<file path="config.mk">
export PLATFORM = sky130hd
export DESIGN_NAME = pc_ctrl
export DESIGN_NICKNAME = d
export VERILOG_FILES = /design/src/rtl/pc_ctrl.sv
export SDC_FILE = /design/constraint.sdc
export NUM_CORES = 1
export LEC_CHECK = 0
export CAP_MARGIN = 20
export CORE_MARGIN = 3
export CORE_UTILIZATION = 62
export DETAILED_ROUTE_END_ITERATION = 12
export GPL_TIMING_DRIVEN = 0
export PLACE_DENSITY_LB_ADDON = 0.25
export SETUP_SLACK_MARGIN = 0.5
export SYNTH_ARGS = -nofsm -noshare
export SYNTH_HDL_FRONTEND = slang
export SYNTH_SLANG_ARGS = --single-unit
</file>
<file path="constraint.sdc">
create_clock -name CLK -period 6.1 [get_ports CLK]
set_input_delay 0.915 -clock CLK [delete_from_list [all_inputs] [get_ports CLK]]
set_output_delay 0.915 -clock CLK [all_outputs]
set_load 0.05 [all_outputs]
</file>
<file path="src/rtl/pc_ctrl.sv">
// Program-counter controller: configurable PC/jump widths, absolute or relative jumps,
// a hardware return-address stack with sticky error flag, and a sticky done stop at HALT_PC.
module pc_ctrl #(
   parameter int              PC_W    = 10,
   parameter int              JMP_W   = 9,
   parameter int              DEPTH   = 4,
   parameter logic [PC_W-1:0] HALT_PC = {PC_W{1'b1}}
) (
   input  logic                         CLK,
   input  logic                         init,
   input  logic                         halt,
   input  logic                         branch_skip,
   input  logic                         jump_en,
   input  logic                         jump_rel,
   input  logic                         call_en,
   input  logic                         ret_en,
   input  logic                         branch_taken,
   input  logic [JMP_W-1:0]             jump_addr,
   output logic [PC_W-1:0]              PC,
   output logic                         read_jump,
   output logic                         done,
   output logic                         stack_err,
   output logic [$clog2(DEPTH+1)-1:0]   depth
);

   localparam int              DW        = $clog2(DEPTH + 1);
   localparam int              AW        = (DEPTH > 1) ? $clog2(DEPTH) : 1;
   localparam logic [DW-1:0]   DEPTH_MAX = DW'(DEPTH);
   localparam logic [DW-1:0]   DEP_ONE   = DW'(1'b1);
   localparam logic [DW-1:0]   DEP_ZERO  = {DW{1'b0}};
   localparam logic [PC_W-1:0] PC_ONE    = PC_W'(1'b1);
   localparam logic [PC_W-1:0] PC_TWO    = PC_W'(2'd2);

   logic [PC_W-1:0] pc_r;
   logic [PC_W-1:0] pc_nxt_s;
   logic [PC_W-1:0] pc_inc_s;
   logic [PC_W-1:0] pc_skip_s;
   logic [PC_W-1:0] jmp_zext_s;
   logic [PC_W-1:0] jmp_sext_s;
   logic [PC_W-1:0] jmp_rel_s;
   logic [PC_W-1:0] stack_top_s;
   logic [PC_W-1:0] stack_r [DEPTH];
   logic [DW-1:0]   depth_r;
   logic [DW-1:0]   depth_nxt_s;
   logic [DW-1:0]   top_idx_s;
   logic            done_r;
   logic            done_nxt_s;
   logic            err_r;
   logic            err_nxt_s;
   logic            read_jump_r;
   logic            push_s;

   // The jump field is narrower than the PC only when JMP_W < PC_W; equal widths need no extension.
   generate
      if (PC_W > JMP_W) begin : g_ext
         assign jmp_zext_s = {{(PC_W - JMP_W){1'b0}}, jump_addr};
         assign jmp_sext_s = {{(PC_W - JMP_W){jump_addr[JMP_W-1]}}, jump_addr};
      end else begin : g_noext
         assign jmp_zext_s = jump_addr;
         assign jmp_sext_s = jump_addr;
      end
   endgenerate

   assign pc_inc_s    = pc_r + PC_ONE;
   assign pc_skip_s   = pc_r + PC_TWO;
   assign jmp_rel_s   = pc_r + jmp_sext_s;
   assign top_idx_s   = depth_r - DEP_ONE;
   assign stack_top_s = stack_r[top_idx_s[AW-1:0]];

   // Next-state selection: done freeze, end detection, then one prioritised action per edge.
   always_comb begin
      pc_nxt_s    = pc_r;
      depth_nxt_s = depth_r;
      done_nxt_s  = done_r;
      err_nxt_s   = err_r;
      push_s      = 1'b0;
      if (done_r) begin
         pc_nxt_s = pc_r;
      end else if (pc_r == HALT_PC) begin
         done_nxt_s = 1'b1;
      end else if (halt) begin
         pc_nxt_s = pc_r;
      end else if (branch_skip) begin
         pc_nxt_s = pc_skip_s;
      end else if (ret_en) begin
         if (depth_r != DEP_ZERO) begin
            pc_nxt_s    = stack_top_s;
            depth_nxt_s = top_idx_s;
         end else begin
            pc_nxt_s  = pc_inc_s;
            err_nxt_s = 1'b1;
         end
      end else if (call_en) begin
         pc_nxt_s = jmp_zext_s;
         if (depth_r < DEPTH_MAX) begin
            push_s      = 1'b1;
            depth_nxt_s = depth_r + DEP_ONE;
         end else begin
            err_nxt_s = 1'b1;
         end
      end else if (jump_en) begin
         if (jump_rel) begin
            pc_nxt_s = jmp_rel_s;
         end else begin
            pc_nxt_s = jmp_zext_s;
         end
      end else begin
         pc_nxt_s = pc_inc_s;
      end
   end

   // Control state registers, cleared asynchronously by init.
   always_ff @(posedge CLK or posedge init) begin
      if (init) begin
         pc_r        <= {PC_W{1'b0}};
         depth_r     <= DEP_ZERO;
         done_r      <= 1'b0;
         err_r       <= 1'b0;
         read_jump_r <= 1'b0;
      end else begin
         pc_r        <= pc_nxt_s;
         depth_r     <= depth_nxt_s;
         done_r      <= done_nxt_s;
         err_r       <= err_nxt_s;
         read_jump_r <= branch_taken;
      end
   end

   // Return-address storage; contents after init are don't-care, so no reset.
   always_ff @(posedge CLK) begin
      if (push_s) begin
         stack_r[depth_r[AW-1:0]] <= pc_inc_s;
      end else begin
         stack_r[depth_r[AW-1:0]] <= stack_r[depth_r[AW-1:0]];
      end
   end

   assign PC        = pc_r;
   assign read_jump = read_jump_r;
   assign done      = done_r;
   assign stack_err = err_r;
   assign depth     = depth_r;

endmodule

</file>
==> metrics.md, run 1 <==
| Metric | Value |
|---|---|
| Die W | `approximately 80 um` |
| Cts bufs inserted | `5` |
| Worst Reg-to-Reg Cells | `8` |
| Vias | `approximately 2700` |
| CP Capture Type | `register` |
| Hpwl dp | `just over 6 mm` |
| Via density | `~6.7` |
| Yosys top cell by area | `edfxtp_1` |
| Core area | `roughly 5200 um^2` |
| Finish-stage setup viols | `0` |
| Top-area cell type share of the netlist area | `35.5%` |
| CP arrival | `3.23 ns` |
| Antenna Cells | `0` |
| Clock skew | `approximately 0.013 ns` |
| Power per cell area | `roughly 490 nW/um^2` |
| Detailed Routing Iterations Pass 1 | `6` |
| Hold WS | `approximately 0.47 ns` |
| Root Buffer | `clkbuf_8` |
| Hold WC Path Type | `reg2reg` |
| Worst slack, placed | `about 2.8 ns` |
| Max Root-Sink Buffers | `2` |
| Max Transition Viols Final | `0` |
| Number of remaining DRC errors | `0` |
| DRT iter0 DRCs | `roughly 360` |
| Setup TNS Final | `0 ns` |
| Distinct cells, synth | `58` |
| Max Cap Viol | `0` |
| Slew @ Worst Pin | `~0.72 ns` |
| DRT antenna net count | `0` |
| Post-CTS Resized | `0` |
| DR WL/cell | `a little over 20 um` |
| Die Height | `79.9 um` |
| Req. time, crit path | `6.30 ns` |
| Mean Syn Cell Area | `around 11 um^2` |
| Leak pwr | `about 1.4 nW` |
| Synth Instances | `between 200 and 300` |
| Clock slew at reported path FFs | `0.10 ns` |
| PortBufs | `31` |
| Sequential fraction of the synthesis area | `between 40 and 50%` |
| Grt ovf | `0` |
| Peak supply drop | `354 uV` |
| Vias in the first global route | `2607` |
| H-tree levels | `2` |
| Final Cycle Share | `between 40 and 50%` |
| Critical path class | `in2reg` |
| Hold path cells | `1` |
| RSZ-0062 raised after global routing | `no` |
| Top cells by area, synth | `edfxtp_1 (35%), dfrtp_1 (12%), mux4_2 (6.6%)` |
| Tmin final | `3.03 ns` |
| Post-Syn Area | `3390 um^2` |
| Largest net degree at the start of global routing | `18` |
| Worst-path fanout max | `3` |
| Post-CTS Repair Setup Buffers | `0` |
| F_max | `~0.33 GHz` |
| Most frequent cells in the layout | `edfxtp_1 (40), clkdlybuf4s50_1 (31), nand2_1 (25)` |
| Register bit total from synthesis | `56` |
| IO Pins | `34` |
| TritonCTS clock tree | `yes` |
| Area grow syn2layout | `14.4%` |
| CTS sink count | `between 50 and 60` |
| Slew HR | `between 50% and 60%` |
| First-pass GRT wire length | `about 13 mm` |
| Final hold vios | `0` |
| CTS Hold Bufs | `0` |
| Yosys warnings | `0` |
| Initial antenna violation count | `0` |
| Gr usage total | `28.1%` |
| Syn nets | `330` |
| Commonest non-fill, non-tap cell in the layout | `edfxtp_1` |
| Nets | `about 370` |
| Setup ws final | `roughly 3 ns` |
| Die area | `about 6400 um^2` |
| Initial Util | `between 60% and 70%` |
| CP Launch Type | `input port` |
| Status | `completed` |
| Skew-Pair Late Insertion Delay | `approximately 0.32 ns` |
| Drt total wl | `~8.3 mm` |
| Layout cells sized above 1 | `between 10% and 20%` |
| Placer's final routability congestion estimate | `around 0.9` |
| Site Rows | `26` |
-- state kept, by name, indices dropped and copies added (netlist names) --
register,count
depth,3
stack_err,1
read_jump,1
stack_r,40
PC,10
done,1
-- report_power, final --
part / leakage [nW] / switching, W / internal [W] / total (W)
registers: 0.543 / 0.0000754 / 0.000511 / 0.000586
clock network: 0.0414 / 0.000128 / 0.0000821 / 0.000210
logic: 0.859 / 0.000682 / 0.000424 / 0.00111
total: 1.44 / 0.000885 / 0.00102 / 0.00190
-- per-layer routing --
layer	GRT usage (%)	vias to the layer above	routed length [um]
met5	0	-	0
met4	11.0	0	223
met3	5.53	22	705
met2	42.9	164	3900
met1	39.5	1316	3490
li1	-	1195	-
-- path summary, 6_finish.rpt --
path | endpoint | slack, ns | startpoint
worst max-delay path | PC[8] | 3.07 | jump_addr[0]
worst min-delay path | stack_err | 0.47 | stack_err
worst max register to register | PC[8] | 3.55 | PC[0]
worst min register to register | stack_err | 0.47 | stack_err
max in group asynchronous | depth[0] | 4.62 | init
min in group asynchronous | PC[0] | 1.02 | init
-- cells by family (layout without fill, tap and decap cells) --
group	after synthesis	after routing	share of synthesized area (%)
AOI/OAI and AO/OA	81	81	17.0
and+or+nand+nor	80	80	12.5
DFF	56	56	47.3
buffers and inverters	28	67	3.80
adders and majority gates	17	17	6.50
muxes	17	17	8.76
xor gates and xnor gates	16	16	4.14
-- through the flow --
step           utilization (%)  instances  cell area [um^2]  power [W]
5_1_grt                   74.4        404              3870    0.00200
3_5_place_dp              72.7        396              3780    0.00168
4_1_cts                   74.4        404              3870    0.00189
3_3_place_gp              72.7        396              3780    0.00165
6_report                  74.4        404              3870    0.00190
2_1_floorplan                -        295              3390    0.00137
-- critical path: stages --
cell and delay (ns):
clkdlybuf4s50_1 0.45, ha_1 0.27, fa_1 0.42, a21o_1 0.21
a21oi_1 0.25, o311ai_1 0.18, mux2i_1 0.15, o2111ai_1 0.26
a31oi_1 0.12
-- cell type report --
type | instances | area [um^2]
plain buffers | 13 | 72.6
multi-input cells | 211 | 1660
repair buffers | 31 | 310
clock buffers | 6 | 72.6
well taps | 70 | 87.6
fillers | 380 | 1330
flip-flops and latches | 56 | 1600
inverters | 15 | 56.3
clock inverters | 2 | 16.3
-- synth_stat cells, drive strengths merged --
master   number
nor2b         2
ha           16
o21a          4
inv          15
o32ai         1
xor2          6
o21ai        16
edfxtp       40
o31ai         2
a22o          1
and3          7
nor3          7
or3           2
o2111ai       1
mux4         10
and4          1
dfrtp        16
o311ai        3
o221ai        2
o21bai        1
fa            1
nand3         9
a32oi         1
xnor2        10
a32o          1
a221o         2
a21oi        24
or2           3
a21o          4
mux2i         6
clkbuf        3
nor4          1
a31oi         2
buf          10
a22oi         1
mux2          1
a211oi        3
nand4         3
a221oi        6
o22ai         4
nor2         19
o211ai        2
nand2        26
No activity file was read; power rests on OpenSTA's default activity.
==> run 2, diff against run 1 <==
--- a/config.mk
+++ b/config.mk
@@ -7,7 +7,7 @@
 export LEC_CHECK = 0
 export CAP_MARGIN = 20
 export CORE_MARGIN = 3
-export CORE_UTILIZATION = 62
+export CORE_UTILIZATION = 52
 export DETAILED_ROUTE_END_ITERATION = 12
 export GPL_TIMING_DRIVEN = 0
 export PLACE_DENSITY_LB_ADDON = 0.25
==> constraint.sdc (replaced) <==
create_clock -name CLK -period 2.44 [get_ports CLK]
set_input_delay 0.366 -clock CLK [delete_from_list [all_inputs] [get_ports CLK]]
set_output_delay 0.366 -clock CLK [all_outputs]
set_load 0.05 [all_outputs]
==> run 2 against run 1 <==
  * Total power grew to 2.9 times the previous value
  * Register-to-register slack got worse by 3.3 ns
  * Clock skew up 0.00098 ns
  * Final area increased by 15%
  * Non-clock buffer count up 23
  * Hold slack got worse by 0.040 ns
  * Die area is 18% higher
  * Flip-flop and latch count stayed put
  * Count of clock-buffer cells in the layout is 1 lower
  * Global-route usage is 3.6 points lower
  * Sequential share of layout area decreased by 5.1 points
  * Clock power grew to 2.6 times the previous value
  * Critical path type is now reg2reg
  * Largest power group unchanged
==> metrics.md, run 2 (synthesis results as in run 1) <==
| Metric | Value |
|---|---|
| Worst-path fanout max | `3 (unchanged)` |
| Slew @ Worst Pin | `0.684 ns (-0.0360 ns)` |
| TritonCTS clock tree | `yes` |
| Number of remaining DRC errors | `0 (unchanged)` |
| Status | `completed` |
| Final hold vios | `0 (unchanged)` |
| Clock skew | `0.0138 ns (+0.000984 ns)` |
| Drt total wl | `9.21 mm (+11%)` |
| Layout cells sized above 1 | `32.7% (+20 points)` |
| Setup TNS Final | `0 ns (unchanged)` |
| CTS sink count | `56 (unchanged)` |
| Cts bufs inserted | `5 (unchanged)` |
| Max Transition Viols Final | `0 (unchanged)` |
| Hpwl dp | `5.93 mm (-2.0%)` |
| Fill cell count | `421 (+11%)` |
| M3 GR Usage | `3.71% (-1.8 points)` |
| Vias | `2824 (+4.7%)` |
| Critical Path Max Stage Delay | `0.52 ns (+0.07 ns)` |
| Max Root-Sink Buffers | `2 (unchanged)` |
| Power per cell area | `1240 nW/um^2 (+150%)` |
| Max FFs per register | `40 (unchanged)` |
| Largest net degree at the start of global routing | `20 (+2)` |
| Detailed Routing Iterations Pass 1 | `5 (-1)` |
| Die W | `86.7 um (+8.5%)` |
| Hold WC Path Type | `in2async` |
| Root Buffer | `clkbuf_8` |
| Commonest non-fill, non-tap cell in the layout | `edfxtp_1` |
| Tmin final | `about 2.2 ns` |
| DR WL/cell | `21.1 um (+2.2%)` |
| Util after Layout | `73.1% (-1.3 points)` |
| CP arrival | `2.41 ns (-0.82 ns)` |
| DRT antenna net count | `0 (unchanged)` |
| CP max-delay cell | `dfrtp_4` |
| Vias in the first global route | `2698 (+3.5%)` |
| Finish-stage setup viols | `0 (unchanged)` |
| H-tree levels | `2 (unchanged)` |
| Critical-path cell list | `ha_4 > fa_2 > a21o_1 > a21oi_2 > o311ai_2 > mux2i_1 > o2111ai_1 > a31oi_1` |
| Met1 Use GR | `34.9% (-4.6 points)` |
| IO Pins | `34 (unchanged)` |
| Area grow syn2layout | `31.5%` |
| Initial antenna violation count | `0 (unchanged)` |
| Placer's final routability congestion estimate | `0.978 (+8.5%)` |
| Nets | `395 (+7.3%)` |
| Worst Path Buf+Inv | `0 (-1)` |
| PortBufs | `31 (unchanged)` |
| Site Rows | `28 (+7.7%)` |
| Peak supply drop | `882 uV (+150%)` |
| Skew-Pair Late Insertion Delay | `0.32 ns (about the same)` |
| Fin cells | `437 (+8.2%)` |
| Req. time, crit path | `2.64 ns (-3.66 ns)` |
| Core area | `6100 um^2 (+17%)` |
| Initial Util | `55.6% (-9.5 points)` |
| CP Launch Type | `register` |
| RSZ-0062 raised after global routing | `yes` |
| Most frequent cells in the layout | `edfxtp_1 (40), nand2_1 (25), a21oi_1 (21)` |
| Die Height | `86.7 um (+8.5%)` |
| CP Capture Type | `register` |
| Die area | `7520 um^2 (+18%)` |
| M2 GR Usage | `39.2% (-3.7 points)` |
| Clock slew at reported path FFs | `0.11 ns (about the same)` |
| Slew HR | `54.3% (+2.4 points)` |
| Critical path's top delay family | `compound AO/OA/AOI/OAI gates` |
| Via density | `6.46 (-3.2%)` |
| F_max | `0.453 GHz` |
| Grt peak-use layer | `met2` |
| First-pass GRT wire length | `13.9 mm (+3.8%)` |
| Final Cycle Share | `slightly above 90%` |
| DRT iter0 DRCs | `339 (-4.8%)` |
| # placed instances | `401 (+1.3%)` |
| Critical path depth | `8 (-1)` |
| Worst Reg-to-Reg Cells | `8 (unchanged)` |
| Leak pwr | `1.69 nW (+17%)` |
| Gr usage total | `24.4% (-3.6 points)` |
| Critical path class | `reg2reg` |
| Max Cap Viol | `0 (unchanged)` |
| Grt ovf | `0 (unchanged)` |
[run 2: path summary, 6_finish.rpt]
| path | endpoint | slack, ns | from |
|---|---|---|---|
| setup / recovery | PC[8] | 0.23 | PC[0] |
| hold / removal | PC[9] | 0.43 | init |
| setup reg to reg | PC[8] | 0.23 | PC[0] |
| hold reg to reg | stack_err | 0.47 | stack_err |
| max in group asynchronous | PC[0] | 1.51 | init |
| min in group CLK | stack_err | 0.47 | stack_err |
[run 2: area by class of cell]
type                    count  area [um^2]  area share [%]
plain buffers              13          100            2.25
well taps                  75         93.8            2.11
clock buffers               5         68.8            1.54
diodes                      1         2.50          0.0562
inverters                  15         61.3            1.38
repair buffers             54          500            11.2
clock inverters             3         27.5           0.618
flip-flops and latches     56         1610            36.2
multi-input cells         215         1990            44.6
[run 2: timing repair]
action,4_1_cts,5_1_grt
buffers inserted,18,5
endpoints found under the hold margin,0,0
gates cloned,0,4
hold buffers,0,0
pin swaps,25,17
endpoints found under the setup margin,67,62
gates resized for setup,46,34
[run 2: power breakdown]
part | internal (W) | switching, W | total [W]
combinational | 0.00150 | 0.00200 | 0.00350
clock | 0.000212 | 0.000334 | 0.000546
sequential | 0.00129 | 0.000172 | 0.00146
total | 0.00301 | 0.00250 | 0.00551
[run 2: stage by stage]
step                cell area (um^2)  worst slack [ns]  hold WS (ns)  power, W
finish                          4460             0.231         0.434   0.00551
global route                    4450             0.171         0.477   0.00580
CTS                             4250             0.270         0.448   0.00527
detailed placement              3850            -0.199         0.447   0.00430
global placement                3850            -0.221         0.448   0.00426
floorplan                       3450             0.268         0.279   0.00353
[run 2: routing by layer]
metal	part of all wire, %	vias up
met5	0	-
met4	2.2	0
met3	8.4	28
met2	47	163
met1	42	1375
li1	-	1258
